$ cat src/rtl/program_loader.sv
// Boot loader: assembles a little-endian byte image into instruction memory and then releases
// the core from reset. Optional trailer checksum enabled by PROGRAM_LOADER_CHECKSUM_EN.
module program_loader #(
   parameter int unsigned IMEM_DEPTH  = 256,
   parameter int unsigned COUNT_WIDTH = 16
) (
   input  logic                   clk,
   input  logic                   reset,
   input  logic [7:0]             rx_data,
   input  logic                   rx_valid,
   output logic                   rx_ready,
   output logic                   imem_we,
   output logic [31:0]            imem_addr,
   output logic [31:0]            imem_wdata,
   output logic                   core_reset,
   output logic                   load_done,
   output logic                   load_error,
   output logic [COUNT_WIDTH-1:0] words_loaded
);

   typedef enum logic [2:0] {
      StCntLo,
      StCntHi,
      StData,
      StWrite,
`ifdef PROGRAM_LOADER_CHECKSUM_EN
      StCheck,
`endif
      StRun,
      StError
   } state_e;

`ifdef PROGRAM_LOADER_CHECKSUM_EN
   localparam state_e StLoadEnd = StCheck;
`else
   localparam state_e StLoadEnd = StRun;
`endif

   state_e                 state_q, state_d;
   logic [COUNT_WIDTH-1:0] count_q, count_d;
   logic [COUNT_WIDTH-1:0] word_idx_q, word_idx_d;
   logic [1:0]             byte_idx_q, byte_idx_d;
   logic [31:0]            shift_q, shift_d;
`ifdef PROGRAM_LOADER_CHECKSUM_EN
   logic [7:0]             csum_q, csum_d;
`endif

   logic        accept;
   logic [15:0] hdr;

   assign accept = rx_valid && rx_ready;
   assign hdr    = {rx_data, count_q[7:0]};

   always_ff @(posedge clk) begin
      if (reset) begin
         state_q    <= StCntLo;
         count_q    <= '0;
         word_idx_q <= '0;
         byte_idx_q <= '0;
         shift_q    <= '0;
`ifdef PROGRAM_LOADER_CHECKSUM_EN
         csum_q     <= '0;
`endif
      end else begin
         state_q    <= state_d;
         count_q    <= count_d;
         word_idx_q <= word_idx_d;
         byte_idx_q <= byte_idx_d;
         shift_q    <= shift_d;
`ifdef PROGRAM_LOADER_CHECKSUM_EN
         csum_q     <= csum_d;
`endif
      end
   end

   always_comb begin
      state_d    = state_q;
      count_d    = count_q;
      word_idx_d = word_idx_q;
      byte_idx_d = byte_idx_q;
      shift_d    = shift_q;
`ifdef PROGRAM_LOADER_CHECKSUM_EN
      csum_d     = csum_q;
`endif
      unique case (state_q)
         StCntLo: begin
`ifdef PROGRAM_LOADER_CHECKSUM_EN
            csum_d = '0;
`endif
            if (accept) begin
               count_d = COUNT_WIDTH'(rx_data);
               state_d = StCntHi;
            end
         end
         StCntHi: begin
            if (accept) begin
               count_d = COUNT_WIDTH'(hdr);
               if (32'(hdr) > IMEM_DEPTH) begin
                  state_d = StError;
               end else if (hdr == 16'h0000) begin
                  state_d = StLoadEnd;
               end else begin
                  state_d = StData;
               end
            end
         end
         StData: begin
            if (accept) begin
               shift_d[{byte_idx_q, 3'b000} +: 8] = rx_data;
`ifdef PROGRAM_LOADER_CHECKSUM_EN
               csum_d = csum_q ^ rx_data;
`endif
               byte_idx_d = byte_idx_q + 2'd1;
               if (byte_idx_q == 2'd3) begin
                  state_d = StWrite;
               end
            end
         end
         StWrite: begin
            word_idx_d = word_idx_q + 1'b1;
            state_d    = (word_idx_d == count_q) ? StLoadEnd : StData;
         end
`ifdef PROGRAM_LOADER_CHECKSUM_EN
         StCheck: begin
            if (accept) begin
               state_d = (rx_data == csum_q) ? StRun : StError;
            end
         end
`endif
         StRun, StError: begin
            state_d = state_q;
         end
         default: begin
            state_d = StCntLo;
         end
      endcase
   end

   always_comb begin
      rx_ready     = 1'b0;
      imem_we      = 1'b0;
      core_reset   = 1'b1;
      load_done    = 1'b0;
      load_error   = 1'b0;
      imem_addr    = 32'(word_idx_q) << 2;
      imem_wdata   = shift_q;
      words_loaded = word_idx_q;
      unique case (state_q)
         StCntLo, StCntHi, StData: rx_ready = 1'b1;
`ifdef PROGRAM_LOADER_CHECKSUM_EN
         StCheck: rx_ready = 1'b1;
`endif
         StWrite: imem_we = 1'b1;
         StRun: begin
            core_reset = 1'b0;
            load_done  = 1'b1;
         end
         StError: load_error = 1'b1;
         default: rx_ready = 1'b0;
      endcase
   end

endmodule

$ cat config.mk
export PLATFORM = sky130hd
export DESIGN_NAME = program_loader
export DESIGN_NICKNAME = d
export VERILOG_FILES = /design/src/rtl/program_loader.sv
export SDC_FILE = /design/constraint.sdc
export NUM_CORES = 1
export LEC_CHECK = 0
export CAP_MARGIN = 20
export CORE_MARGIN = 4
export CORE_UTILIZATION = 44
export CTS_BUF_LIST = sky130_fd_sc_hd__clkbuf_4 sky130_fd_sc_hd__clkbuf_8 sky130_fd_sc_hd__clkbuf_16
export DETAILED_ROUTE_END_ITERATION = 7
export MAX_ROUTING_LAYER = met4
export PLACE_DENSITY = 0.83
export SLEW_MARGIN = 15
export SYNTH_ARGS = -nofsm -noshare
export SYNTH_HDL_FRONTEND = slang
export SYNTH_SLANG_ARGS = --single-unit
$ cat constraint.sdc
create_clock -name clk -period 1.75 [get_ports clk]
set_input_delay 0.35 -clock clk [delete_from_list [all_inputs] [get_ports clk]]
set_output_delay 0.35 -clock clk [all_outputs]
set_load 0.005 [all_outputs]
Word-level counts from Yosys, hierarchy flattened
Cells that the tools add are included.

Input port bits: 11. Output and inout port bits: 85. Register bits: 69.

Equal/unequal tests: 11. Magnitude comparators: 1. Shift-type cells: 2. Mux-type cells: 17. Bitwise operators: 2. Reduce and logical (&&, ||, !) cells: 10. $add $sub $neg: 3.

Operators with widths (count): bitwise mux 32 bit (1); two-way mux 16 bit (2); case mux 16 bit (2 select lines) (1); variable shift 8 x 7 -> 32 bit (first input constant) (1); indexed part select 8 x 7 -> 32 bit (1); two-way mux 3 bit (7); adder 16 x 1 -> 16 bit (second input constant) (1); == test 16 bit (1); greater-than comparator 16 x 9 -> 1 bit (second input constant) (1); logical NOT 16 bit (1); case mux 3 bit (5 select lines) (1); != test 2 bit (second input constant) (4); negation 5 -> 7 bit (1); == test 3 x 2 -> 1 bit (second input constant) (2); == test 3 bit (second input constant) (2); AND reduction 3 bit (2); two-way mux 1 bit (5); AND reduction 5 bit (1); == test 3 x 1 -> 1 bit (second input constant) (1); logical NOT 3 bit (1); OR reduction 3 bit (1); adder 2 x 1 -> 2 bit (second input constant) (1); == test 2 bit (second input constant) (1); inverter 1 bit (2); other kinds (4) (4).

Longest topological paths before layout
Gate-level depths: netlist of the first run.

Depth after elaboration: 6. Depth in mapped cells: 9. Depth with buffers taken out: 7.

Worst setup path before layout of the first run
Ideal clock, no wire load.

Path type: register to register. Start: reg word_idx_q[0] (netlist: words_loaded[0]). End: reg state_q[2]. Arrival: 1.850 ns. Path buffers: 0. Required time: 1.634 ns. Path slack: -0.216 ns. Library setup time: 0.116 ns. Clock period less this slack: 1.966 ns. Stages on the path, launching flop included: 8. Cell sequence: dfxtp_1 > ha_1 > nand3_1 > o31a_1 > o31a_1 > o211ai_1 > nor2_1 > a31o_1.

Word-level cells in the longest chain between the ends: 4.

Ends and longest elaborated chain: from (decl) (line 41) `logic [COUNT_WIDTH-1:0] word_idx_q, word_idx_d;`; from (signal assigned) (line 67) `word_idx_q <= word_idx_d;`; adder 16 x 1 -> 16 bit (line 120) `word_idx_d = word_idx_q + 1'b1;`; == test 16 bit (line 121) `state_d = (word_idx_d == count_q) ? StLoadEnd : StData;`; two-way mux 3 bit (line 121); case mux 3 bit (5 select lines) (line 85) `unique case (state_q)`; to (signal assigned) (line 56) `state_q <= StCntLo;`; to (signal assigned) (line 65) `state_q <= state_d;`; to (decl) (line 39) `state_e state_q, state_d;`.

Every way passes these cells. A chain may end at the register's enable or synchronous reset.

Worst setup path in the final report of the first run
Start: reg word_idx_q[3] (netlist: words_loaded[3]). End: reg state_q[2].

The elaborated chain is that of the path after synthesis.

==> results of run 1 <==
final timing paths:
path / to / cells after the start / slack, ns / from
max: state_q[2]$_SDFFE_PP0P_ / 6 / -0.05 / words_loaded[3]$_SDFFE_PP0P_
min: state_q[0]$_SDFFE_PP0P_ / 2 / 0.38 / reset
max reg2reg: state_q[2]$_SDFFE_PP0P_ / 6 / -0.05 / words_loaded[3]$_SDFFE_PP0P_
min reg2reg: imem_wdata[1]$_SDFFE_PP0P_ / 2 / 0.45 / imem_wdata[1]$_SDFFE_PP0P_
cells in the mapped netlist, drive strengths merged, types with 5 or more instances:
master  count
ha          7
or3         7
nand3      47
xnor2      19
a21oi      61
xor2       10
inv         8
buf        44
nor3        9
o21ai      12
clkbuf     14
nand2      79
and2        7
nor2       23
and3        5
dfxtp      69
worst max-delay path, stage by stage (launching register included):
cell and delay [ns]:
dfxtp_2 0.37, and4_2 0.29, a21oi_1 0.11, or3_1 0.37
a31oi_1 0.25, nor2_1 0.08, a31o_1 0.22
power by group through the flow:
| stage | Clock [W] | Combinational [W] | Sequential, W |
|---|---|---|---|
| 2_1_floorplan | 0 | 0.000176 | 0.00164 |
| 3_3_place_gp | 0 | 0.000292 | 0.00164 |
| 3_5_place_dp | 0 | 0.000301 | 0.00165 |
| 4_1_cts | 0.00149 | 0.000318 | 0.00161 |
| 5_1_grt | 0.00156 | 0.000349 | 0.00161 |
| 6_report | 0.00145 | 0.000322 | 0.00161 |
cell type report:
type                       instances  area, sq um
fill                             667         2786
multi-input combinational        340         1942
sequential                        69         1404
timing repair buffer             144         1291
clock buffer                      10        137.6
tap                              102        127.6
clock inverter                     6        86.33
inverter                           8        32.53
state kept, by name, summed over array words and instances, names as in the netlist:
register / count
words_loaded: 16
byte_idx_q: 2
state_q: 3
imem_wdata: 32
count_q: 16
what timing repair did:
item	CTS	global route
buffers inserted	4	1
pin swaps	9	7
gates cloned	0	1
setup endpoints to repair	19	23
resized for setup	37	16
metal layers:
metal	routed length (um)	global-route usage [%]	share of wire [%]
met1	4032	25.21	39
met2	4906	35.50	48
met3	1008	6.571	9.8
met4	327	8.718	3.2
met5	0	-	0
cell families (layout without fill, tap and decap cells):
| logic type | Yosys count | in the layout |
|---|---|---|
| AOI/OAI and AO/OA | 87 | 87 |
| adders and majority gates | 7 | 7 |
| other | 1 | 16 |
| DFF | 69 | 69 |
| xor gates and xnor gates | 29 | 29 |
| and+or+nand+nor | 200 | 200 |
| muxes | 1 | 1 |
| buffers and inverters | 66 | 168 |
through the flow:
step | setup WS, ns | TNS [ns] | instance area [sq um] | hold WS, ns | util [%]
after global placement | -0.5024 | -4.218 | 4662 | 0.4372 | 59.71
after global routing | -0.1240 | -0.2829 | 5021 | 0.4006 | 64.31
after CTS | -0.02610 | -0.04269 | 4976 | 0.3493 | 63.73
final | -0.04705 | -0.04705 | 5021 | 0.3787 | 64.31
after detailed placement | -0.5525 | -5.603 | 4662 | 0.4479 | 59.71
after floorplan | -0.03285 | -0.5565 | 3657 | 0.4434 | -
==> flow_summary.yaml, run 1 <==
status:
  status: "finished, violations left"
  violations: "negative setup slack"
worst_setup_path:
  critPathMaxFanout: 5
  end_kind: "flop"
  crit_required_ns: 1.99
  startpoint_type: "flop"
  critPathArrivalTime_ns: 2.04
  critical_path_class: "flop to flop"
die:
  ios: 96
  row_count: 32
  start_util_pct: 45.80
  dieHeight_um: 98.15
  die_x_um: 98.15
  die-area_sq_um: 9633
  core_region_area_sq_um: 7807
power:
  switching_share_pct: 24.05
  power_density_nw_per_um2: 673.5
  p_leak_nw: 1.898
  p_seq_share_pct: 47.5
  p_comb_share_pct: 9.5
  pwr-share-clk_pct: 43.0
  ir_drop_mv: 0.6136
  internal_power_w: 0.002568
  p_sw_w: 0.0008134
  finalPower_w: 0.003382
logic_synthesis:
  synth_compound_area_share_pct: 13.40
  yosysSeqAreaShare_pct: 38.63
  synth_warnings: 0
  synth_edf_count: 0
  synthSimpleGateAreaFrac_pct: 26.98
  synth_seq_cells: 69
  synthXorXnorAreaFrac_pct: 7.103
  ys_top_cells_by_area: "dfxtp_1 39%, a21oi_1 8.5%, nand2_1 8.3%, buf_4 7.3%, nand3_1 6.6%"
  synthDistinctLibCells: 44
  synthFlopType: "dfxtp_1"
  synthMuxAreaShare_pct: 0.2799
  synth.avg_cell_area_sq_um: 7.774
  synth_top_family_by_area: "simple AND/OR/NAND/NOR gates"
  synth_top_area_share_pct: 38.63
  synth_top_cell_by_area: "dfxtp_1"
  syn_area_sq_um: 3576
  synthArstFlopShare_pct: 0
  synth-adder-area-share_pct: 2.449
  netlist_instances: 460
min_path:
  hp-class: "primary input to flop"
final_layout:
  syn2layout_area_growth_pct: 40.41
  layout_commonest_cell: "nand2_1"
  diodes: 0
  final_cells: 679
  layout-drive-gt1-share_pct: 20.28
  final_cell_mix: "77 x nand2_1, 68 x clkdlybuf4s50_1, 60 x a21oi_1, 60 x buf_4, 57 x dfxtp_1"
  nNetsFinal: 590
global_route:
  gr-total-overflow: 0
  grt_pass1_vias: 3555
  grt_pass1_wl_um: 16680
  antenna_found_initial: 0
  grt_max_degree: 25
  grt_use_total_pct: 21.82
route:
  first_iter_violations: 267
  finalWirelength_um: 10270
  drc: 0
  wl_per_cell_um: 15.13
  ant_nets: 0
  via_per_inst: 5.355
  drtPass1Iterations: 5
  vias: 3636
place:
  dp_cells: 658
  place_congestion: 0.8974
  port_buffers: 79
  hpwlAfterDp_um: 7351
timing:
  worst_clock_skew_ns: 0.009938
  layout_setup_ws_ns: -0.04705
  rsz0062_at_grt: "yes"
  min_period_ns: 1.797
  timing.fmax_ghz: 0.5565
  slew_violations: 0
  finalHoldViolations: 0
  setup_viol: 1
  fin_crit_sh_pct: 102.7
clocking:
  cts_root_buf: "clkbuf_8"
  clock_sinks: 69
  cts_tree: "done"
  cts.clk_slew.worst_paths_ns: 0.08
  cts_max_level: 3
  holdBufCountCts: 0
  cts_made_buffers: 9
  clockBufferDepth: 2
  clk_latency_ns: 0.35
flow_run:
  cap_violations: 0
Note: power is estimated with default switching activity, not from simulation.
==> run 2, diff against run 1 <==
--- a/config.mk
+++ b/config.mk
@@ -5,13 +5,13 @@
 export SDC_FILE = /design/constraint.sdc
 export NUM_CORES = 1
 export LEC_CHECK = 0
-export CAP_MARGIN = 20
+export CAP_MARGIN = 10
 export CORE_MARGIN = 4
 export CORE_UTILIZATION = 44
 export CTS_BUF_LIST = sky130_fd_sc_hd__clkbuf_4 sky130_fd_sc_hd__clkbuf_8 sky130_fd_sc_hd__clkbuf_16
 export DETAILED_ROUTE_END_ITERATION = 7
 export MAX_ROUTING_LAYER = met4
-export PLACE_DENSITY = 0.83
+export PLACE_DENSITY = 0.77
 export SLEW_MARGIN = 15
 export SYNTH_ARGS = -nofsm -noshare
 export SYNTH_HDL_FRONTEND = slang
==> run 2 against run 1 <==
  * The run still ends with negative setup slack left
  * Cell count is 0.44% lower
  * Flip-flop and latch count stayed put
  * Critical path depth is 2 higher
  * Clock-buffer cell count is 1 higher
  * Largest cell class unchanged
==> flow_summary.yaml, run 2 (synthesis gave the netlist of run 1 again) <==
status:
  status: "finished, violations left"
  violations: "negative setup slack"
worst_setup_path:
  crit_required_ns: 2.03
  r2r_start: "words_loaded[1]$_SDFFE_PP0P_"
  r2r_cells: 8
  startpoint_type: "flop"
  setup.worst_path.start: "words_loaded[1]$_SDFFE_PP0P_"
  critPathArrivalTime_ns: 2.06
  end_kind: "flop"
  path_cells: "ha_4, buf_4, xnor2_1, nand2_1, o21ai_1, a222oi_1, nor4b_4, a31o_1"
  critical_path.max_stage_delay_ns: 0.37
  critPathMaxFanout: 5
  cp_slowest_cell: "dfxtp_4"
  critical_path_class: "flop to flop"
clocking:
  cts_root_buf: "clkbuf_8"
  cts_made_buffers: 9
  clockBufferDepth: 2
  cts.clk_slew.worst_paths_ns: 0.07
  clk_latency_ns: 0.34
  cts_tree: "done"
  clock_sinks: 69
  cts_max_level: 3
final_layout:
  layout-drive-gt1-share_pct: 21.25
  final_area_sq_um: 5041
  layout_commonest_cell: "nand2_1"
  syn2layout_area_growth_pct: 40.97
  fillers: 677
  diodes: 0
  nNetsFinal: 588
  final_cell_mix: "79 x nand2_1, 70 x clkdlybuf4s50_1, 59 x a21oi_1"
  largest_reg_flops: 32
  final_cells: 676
  finish.utilization_pct: 64.57
power:
  ir_drop_mv: 0.4402
  finalPower_w: 0.003371
  internal_power_w: 0.002583
  pwr-share-clk_pct: 42.6
  power_density_nw_per_um2: 668.8
  switching_share_pct: 23.39
  p_seq_share_pct: 47.7
  p_leak_nw: 1.882
  p_comb_share_pct: 9.7
  p_sw_w: 0.0007885
timing:
  min_period_ns: 1.784
  rsz0062_at_grt: "yes"
  worst_clock_skew_ns: 0.008685
  finalHoldViolations: 0
  setup_viol: 2
  timing.fmax_ghz: 0.5607
  fin_crit_sh_pct: 101.9
  slew_violations: 0
  layout_setup_ws_ns: -0.03358
min_path:
  min-delay-start: "reset"
  hp-class: "primary input to flop"
  whs_path_depth: 2
route:
  ant_nets: 0
  via_per_inst: 5.318
  dr_wl_met3_um: 794
  vias: 3595
  wl_met2_um: 4592
  met1_length_um: 4025
  drtPass1Iterations: 6
  highest_layer: "met4"
  first_iter_violations: 170
  drc: 0
  finalWirelength_um: 9799
  wl_per_cell_um: 14.50
global_route:
  gr-total-overflow: 0
  grt_max_degree: 33
  grt_pass1_wl_um: 15840
  grt_pass1_vias: 3439
  grt_use_total_pct: 20.62
  antenna_found_initial: 0
place:
  port_buffers: 79
  dp_cells: 660
  place_congestion: 0.9420
  postPlaceCellArea_sq_um: 4677
  hpwlAfterDp_um: 7072
die:
  die-area_sq_um: 9633
  start_util_pct: 45.80
  dieHeight_um: 98.15
  ios: 96
  row_count: 32
  core_region_area_sq_um: 7807
  die_x_um: 98.15
flow_run:
  cap_violations: 0
## run 2: cell count changes in the layout (fill, tap and decap cells not counted), sizes merged, moves of 2 or more
cell / previous run / this run
clkdlybuf4s50: 68 / 70
clkinv: 3 / 1
clkdlybuf4s15: 3 / 0
buf: 66 / 64
dlygate4sd2: 6 / 8
## run 2: cell type report
cell class | count | area, sq um | area share (%)
inverters | 8 | 30.03 | 0.5957
repair buffers | 142 | 1287 | 25.54
multi-input cells | 340 | 1974 | 39.17
well taps | 102 | 127.6 | 2.532
clock buffers | 11 | 145.1 | 2.879
flip-flops and latches | 69 | 1404 | 27.85
clock inverters | 4 | 72.57 | 1.440
## run 2: path summary, 6_finish.rpt
path | endpoint | slack [ns]
max | state_q[2]$_SDFFE_PP0P_ | -0.03
min | byte_idx_q[0]$_SDFFE_PP0P_ | 0.40
max reg2reg | state_q[2]$_SDFFE_PP0P_ | -0.03
min reg2reg | imem_wdata[25]$_SDFFE_PP0P_ | 0.45
## run 2: metal layers
metal  vias up  GRT usage, %
met2       167         32.46
li1       1747             -
met5         -             -
met1      1646         24.33
met4         0         11.55
met3        35         4.643
## run 2: power groups by stage
| stage | Clock (W) | Sequential (W) | Combinational (W) |
|---|---|---|---|
| after floorplan | 0 | 0.00164 | 0.000176 |
| after global placement | 0 | 0.00164 | 0.000292 |
| after detailed placement | 0 | 0.00165 | 0.000297 |
| after CTS | 0.00146 | 0.00161 | 0.000305 |
| after global routing | 0.00152 | 0.00161 | 0.000354 |
| final | 0.00144 | 0.00161 | 0.000328 |
## run 2: worst max-delay path, delay by kind of cell, from the launching register on
| kind | cells | cell delay, ns |
|---|---|---|
| compound gates | 3 | 0.58 |
| flops | 1 | 0.37 |
| simple gates | 2 | 0.35 |
| fa+ha+maj | 1 | 0.18 |
| buf+inv | 1 | 0.14 |
| xor+xnor | 1 | 0.12 |
## run 2: what timing repair did
| item | 4_1_cts | 5_1_grt |
|---|---|---|
| buffers inserted | 1 | 0 |
| hold buffers | 0 | 0 |
| pin swaps | 8 | 15 |
| endpoints found under the setup margin | 16 | 35 |
| resized for setup | 33 | 28 |
## run 2: per-stage QoR
stage / setup WS, ns / setup TNS, ns / hold slack, ns
after global routing: -0.1354 / -0.2394 / 0.3956
after global placement: -0.4993 / -6.839 / 0.4377
after CTS: -0.03881 / -0.03881 / 0.3832
after detailed placement: -0.5111 / -8.437 / 0.4456
final: -0.03358 / -0.03743 / 0.3987
after floorplan: -0.03285 / -0.5565 / 0.4434
==> patch 1 (settings of run 1) <==
Re-encode `state_e` (6 states) as one-hot, 6 bits wide.
--- a/src/rtl/program_loader.sv
+++ b/src/rtl/program_loader.sv
@@ -19,14 +19,14 @@
 );
 
-   typedef enum logic [2:0] {
-      StCntLo,
-      StCntHi,
-      StData,
-      StWrite,
+   typedef enum logic [5:0] {
+      StCntLo = 6'b000001,
+      StCntHi = 6'b000010,
+      StData  = 6'b000100,
+      StWrite = 6'b001000,
 `ifdef PROGRAM_LOADER_CHECKSUM_EN
       StCheck,
 `endif
-      StRun,
-      StError
+      StRun   = 6'b010000,
+      StError = 6'b100000
    } state_e;
 
Formal check against the unedited RTL: no difference found for any inputs over 10 cycles, from zero or initial values and one cycle with reset high; not proved beyond that.
==> patch 1 against run 1 <==
The run still ends with setup timing left; total power rose by 4.4%; routed wire length up 34%; via count increased by 14%; sequential cell count is 3 higher; worst hold slack gained 82 ps; design area is 23% higher; setup slack got worse by 380 ps; area after synthesis grew 7.9%; critical endpoint unchanged; largest power group unchanged; highest routed layer unchanged.
==> patch 1: results (changes against run 1) <==
Outcome
  – Outcome: finished with violations
  – Failing checks: setup timing

Min path
  – Hold Path Class: reg -> reg

Cells and area
  – Max reg flops: 32 (unchanged)
  – Antenna diodes: 0 (unchanged)
  – Share of layout cells above drive strength 1: 43.8% (+24 points)
  – Fin nets: 636 (+7.8%)
  – Filler cells: 551 (-17%)

Routing
  – First-pass DRT Iterations: 5 (unchanged)
  – Initial DRC Count: 378 (+42%)
  – Vias: 4152 (+14%)
  – Mean routed wirelength per cell: 19.0 um (+25%)

Place
  – Cell Area, Placed: 0.00509 mm^2 (+9.2%)
  – Number of buffers added on ports: 79 (unchanged)
  – GP Congestion: 1.02 (+14%)
  – DP HPWL: 8020 um (+9.0%)

Clocking
  – CTS root buf: clkbuf_8
  – Clock-pin slew on the worst setup and hold paths: 80 ps (about the same)
  – Clock Path Buffers: 2 (unchanged)
  – Clk_lat worst skew: 360 ps
  – CTS buffer count: 9 (unchanged)
  – CTS H-tree depth: 3 (unchanged)
  – Hold-fix buffers, CTS: 0 (unchanged)

Global route
  – Pin count of the biggest net entering global routing: 26 (+4.0%)
  – Tot GR Track Use: 23.9% (+2.0 points)
  – Vias in the first global route: 3862 (+8.6%)
  – Initial antenna violation count: 0 (unchanged)
  – First-pass GRT wire length: 18800 um (+13%)

Synthesis
  – Syn. warnings: 0 (unchanged)
  – Synth area leaders: dfxtp_1 37%, buf_4 6.6%, nand2_1 6.2%
  – Ys async rst share: 0% (unchanged)
  – Seq/Total Area, Yosys: 37.4% (-1.3 points)
  – Yosys cell types: 58 (+32%)
  – Top cells by count, synth: 72 x dfxtp_1, 64 x nand2_1, 47 x nand3_1

STA
  – Final setup viols: 53 (+52)
  – Setup TNS Final: -7230 ps (-7180 ps)
  – Slew headroom: 58.9%
  – Fin worst setup slack: -431 ps (-384 ps)
  – Worst Skew: 11.0 ps (+1.09 ps)

Power
  – Maximum vdd drop: 0.493 mV (-20%)
  – Leakage: 2.36 nW (+24%)

Setup path
  – Critical path data arrival time: 2410 ps (+370 ps)
  – Worst Path Max Fanout: 6 (+1)
==> patch 1: cell types whose count changed in the layout (fill, tap and decap cells not counted), moves of 7 or more <==
cell	before	now
nand2_1	77	51
and2_1	7	0
nand3_2	2	32
a21oi_2	1	33
buf_4	60	82
a21oi_1	60	12
nor2_1	22	31
buf_6	3	22
a22oi_1	1	9
nand3_1	45	13
==> patch 1: routing by layer <==
| layer | share of wire [%] | GRT usage (%) | up-vias |
|---|---|---|---|
| met2 | 51 | 38.7 | 244 |
| met5 | 0 | - | - |
| met3 | 6.6 | 3.24 | 65 |
| met1 | 39 | 29.1 | 1978 |
| met4 | 4.1 | 11.6 | 0 |
| li1 | - | - | 1865 |
==> patch 1: timing repair <==
action / CTS / global route
setup buffers: 18 / 15
endpoints found under the setup margin: 63 / 91
pin swaps: 38 / 80
resized for setup: 70 / 132
gates cloned: 0 / 1
==> patch 1: area by class of cell <==
cell class,count,area (um^2),share of cell area [%]
sequential,72,1480,23.9
multi-input combinational,343,2660,43.0
tap,105,131,2.12
clock buffer,11,156,2.53
clock inverter,5,53.8,0.870
timing repair buffer,182,1660,26.9
inverter,10,40.0,0.648
==> patch 1: critical path, stage by stage, from the launching register on <==
cell,delay [ps]
dfxtp_4,360
ha_4,150
nand3_4,100
nor3_2,290
xor2_1,120
a2111oi_1,550
nand4_1,280
o2bb2ai_1,200
==> patch 1: logic make-up after synthesis <==
family                   share of synthesized area [%]
flip-flops                                        37.4
other                                           0.0972
XOR/XNOR                                          9.08
AO/OA/AOI/OAI                                     11.8
AND/OR/NAND/NOR                                   28.7
adder cells (fa/ha/maj)                           2.27
multiplexers                                     0.259
buffers and inverters                             10.4
==> patch 1: through the flow <==
| stage | setup slack, ps | cells | util, % |
|---|---|---|---|
| after floorplan | -108 | 482 | - |
| after global placement | -298 | 684 | 60.7 |
| after detailed placement | -317 | 684 | 60.7 |
| after CTS | -302 | 717 | 66.4 |
| after global routing | -488 | 728 | 73.8 |
| final | -431 | 728 | 73.8 |
==> patch 1: where the power goes <==
| group | switching [mW] | internal, mW |
|---|---|---|
| sequential | 0.0199 | 1.65 |
| clock | 0.664 | 0.757 |
| combinational | 0.243 | 0.199 |
| total | 0.927 | 2.60 |
==> patch 1: worst paths after layout <==
check                                    start                     endpoint  slack, ps  cells after the start
hold / removal     imem_wdata[10]$_SDFFE_PP0P_  imem_wdata[10]$_SDFFE_PP0P_        460                      2
setup / recovery  words_loaded[1]$_SDFFE_PP0P_      state_q[2]$_SDFFE_PP0P_       -430                      7
setup reg to reg  words_loaded[1]$_SDFFE_PP0P_      state_q[2]$_SDFFE_PP0P_       -430                      7
hold reg to reg    imem_wdata[10]$_SDFFE_PP0P_  imem_wdata[10]$_SDFFE_PP0P_        460                      2
==> patch 2 (flow settings as in run 1) <==
Without the edit above. Add a define of `PROGRAM_LOADER_CHECKSUM_EN`.
--- a/src/rtl/program_loader.sv
+++ b/src/rtl/program_loader.sv
@@ -1,4 +1,6 @@
 // Boot loader: assembles a little-endian byte image into instruction memory and then releases
 // the core from reset. Optional trailer checksum enabled by PROGRAM_LOADER_CHECKSUM_EN.
+`define PROGRAM_LOADER_CHECKSUM_EN
+
 module program_loader #(
    parameter int unsigned IMEM_DEPTH  = 256,
Formal check against the unedited RTL: not equivalent (a bounded check fails within 4 cycles, from zero or initial values and one cycle with reset high).
==> patch 2 against run 1 <==
The flow still finishes with violations (setup timing); sequential cell count grew 8; setup slack worse by 260 ps; routed wire length grew 13%; design area rose by 14%; total power grew 14%; count of clock-buffer cells in the layout increased by 1; area after synthesis up 13%; sequential share of layout area is 0.50 points lower; utilization grew 0.78 points; largest cell class unchanged; largest power group unchanged.
==> patch 2: results (changes against run 1) <==
Place
  – Placed Instances: 723 (+9.9%)
  – GP Congestion: 0.922 (+2.8%)
  – DP HPWL: 8230 um (+12%)

Global route
  – Pin count of the biggest net entering global routing: 31 (+24%)
  – Tot GR Track Use: 21.6% (-0.26 points)
  – Initial antenna violation count: 0 (unchanged)
  – First-pass GRT wire length: 18900 um (+13%)

Synthesis
  – Post-synthesis adder-cell area fraction: 2.17% (-0.28 points)
  – Synth Instances: 515 (+12%)
  – Seq/Total Area, Yosys: 38.2% (-0.45 points)
  – XOR/XNOR Fraction of Synth Area: 8.46% (+1.4 points)
  – Synth area leaders: dfxtp_1 38%, a21oi_1 7.3%, nand2_1 6.6%
  – Complex-gate fraction of the synthesized area: 13.8% (+0.36 points)
  – Post-synthesis mux area share: 0.775% (+0.49 points)
  – Ys async rst share: 0% (unchanged)
  – Yosys cell types: 51 (+16%)
  – Top cells by count, synth: 77 x dfxtp_1, 71 x nand2_1, 59 x a21oi_1
  – Syn. warnings: 0 (unchanged)

Routing
  – Vias: 4043 (+11%)
  – Initial DRC Count: 224 (-16%)
  – First-pass DRT Iterations: 5 (unchanged)
  – Vias/cell: 5.39 (+0.67%)
  – Mean routed wirelength per cell: 15.4 um (+1.9%)

STA
  – Setup TNS Final: -849 ps (-802 ps)
  – Worst Skew: 9.73 ps (-0.209 ps)
  – Final setup viols: 6 (+5)
  – Fin worst setup slack: -304 ps (-257 ps)

Cells and area
  – Antenna diodes: 0 (unchanged)
  – Fin nets: 655 (+11%)
  – Filler cells: 745 (+12%)
  – Max reg flops: 32 (unchanged)
  – Share of layout cells above drive strength 1: 22.3% (+2.0 points)

Min path
  – Hold Path Class: reg -> reg

Power
  – Maximum vdd drop: 0.511 mV (-17%)
  – Leakage: 2.24 nW (+18%)

Setup path
  – Critical path data arrival time: 2290 ps (+250 ps)
  – Crit-path max cell delay: 380 ps
  – Slowest-stage cell, CP: dfxtp_4
  – Worst Path Max Fanout: 5 (unchanged)
  – Worst path top cell family by delay: compound AO/OA/AOI/OAI gates

Outcome
  – Failing checks: setup timing
  – Outcome: finished with violations

Clocking
  – CTS root buf: clkbuf_8
  – Clock-pin slew on the worst setup and hold paths: 80 ps (about the same)
  – Clock Path Buffers: 2 (unchanged)
  – CTS H-tree depth: 3 (unchanged)
  – Clk_lat worst skew: 350 ps (about the same)
## patch 2: cell types whose count changed in the layout (fill, tap and decap cells not counted), sizes merged, moves of 6 or more
cell                 run 1  this run
dfxtp                   69        77
nor4                     4        10
xnor2                   19        30
dlymetal6s2s             1         7
nor2                    23        46
a22oi                    1         9
nand3                   47        41
buf                     66        84
o21ai                   12        19
nand2                   79        71
## patch 2: per-stage QoR
stage	power, mW	util (%)	setup slack, ps	hold WS (ps)	area (um^2)
after floorplan	2.15	-	-124	443	4190
after global placement	2.29	59.9	-233	441	5280
after detailed placement	2.30	59.9	-294	446	5280
after CTS	3.87	63.8	-267	457	5620
after global routing	4.02	65.1	-386	473	5730
final	3.87	65.1	-304	456	5730
## patch 2: cell type report
| type | count | area share, % |
|---|---|---|
| clock buffer | 11 | 2.73 |
| inverter | 6 | 0.437 |
| clock inverter | 5 | 1.42 |
| tap | 108 | 2.36 |
| timing repair buffer | 162 | 25.7 |
| multi-input combinational | 381 | 39.9 |
| sequential | 77 | 27.5 |
## patch 2: path summary, 6_finish.rpt
| path | slack [ps] | cells past startpoint | end | start |
|---|---|---|---|---|
| worst max-delay path | -300 | 7 | state_q[1]$_SDFFE_PP0P_ | words_loaded[1]$_SDFFE_PP0P_ |
| worst min-delay path | 460 | 2 | imem_wdata[27]$_SDFFE_PP0P_ | imem_wdata[27]$_SDFFE_PP0P_ |
| worst max register to register | -300 | 7 | state_q[1]$_SDFFE_PP0P_ | words_loaded[1]$_SDFFE_PP0P_ |
| worst min register to register | 460 | 2 | imem_wdata[27]$_SDFFE_PP0P_ | imem_wdata[27]$_SDFFE_PP0P_ |
## patch 2: per-layer routing
| layer | vias up | global-route usage (%) | part of all wire, % |
|---|---|---|---|
| met2 | 157 | 37.2 | 50 |
| met3 | 40 | 5.16 | 5.5 |
| met1 | 1875 | 24.0 | 41 |
| li1 | 1971 | - | - |
| met5 | - | - | 0 |
| met4 | 0 | 8.74 | 3.8 |
## patch 2: what timing repair did
action / in CTS / in global routing
setup endpoints to repair: 20 / 47
setup buffers: 5 / 6
resized for setup: 25 / 30
gates cloned: 1 / 0
pin swaps: 6 / 7
## patch 2: cell families after synthesis
family	count (synthesis)
fa+ha+maj	7
mux	3
other cells	1
compound gates	98
buf+inv	72
flops	77
xor+xnor	39
simple gates	218
## patch 2: worst min-delay path, cell delays in order, from the launching register on
cell     delay, ps
dfxtp_1        320
nand2_1         50
a21oi_1         50
## patch 2: report_power, final
part	internal, mW	switching, mW	leakage [nW]
Clock	0.906	0.671	0.118
Combinational	0.209	0.278	1.49
Sequential	1.78	0.0306	0.631
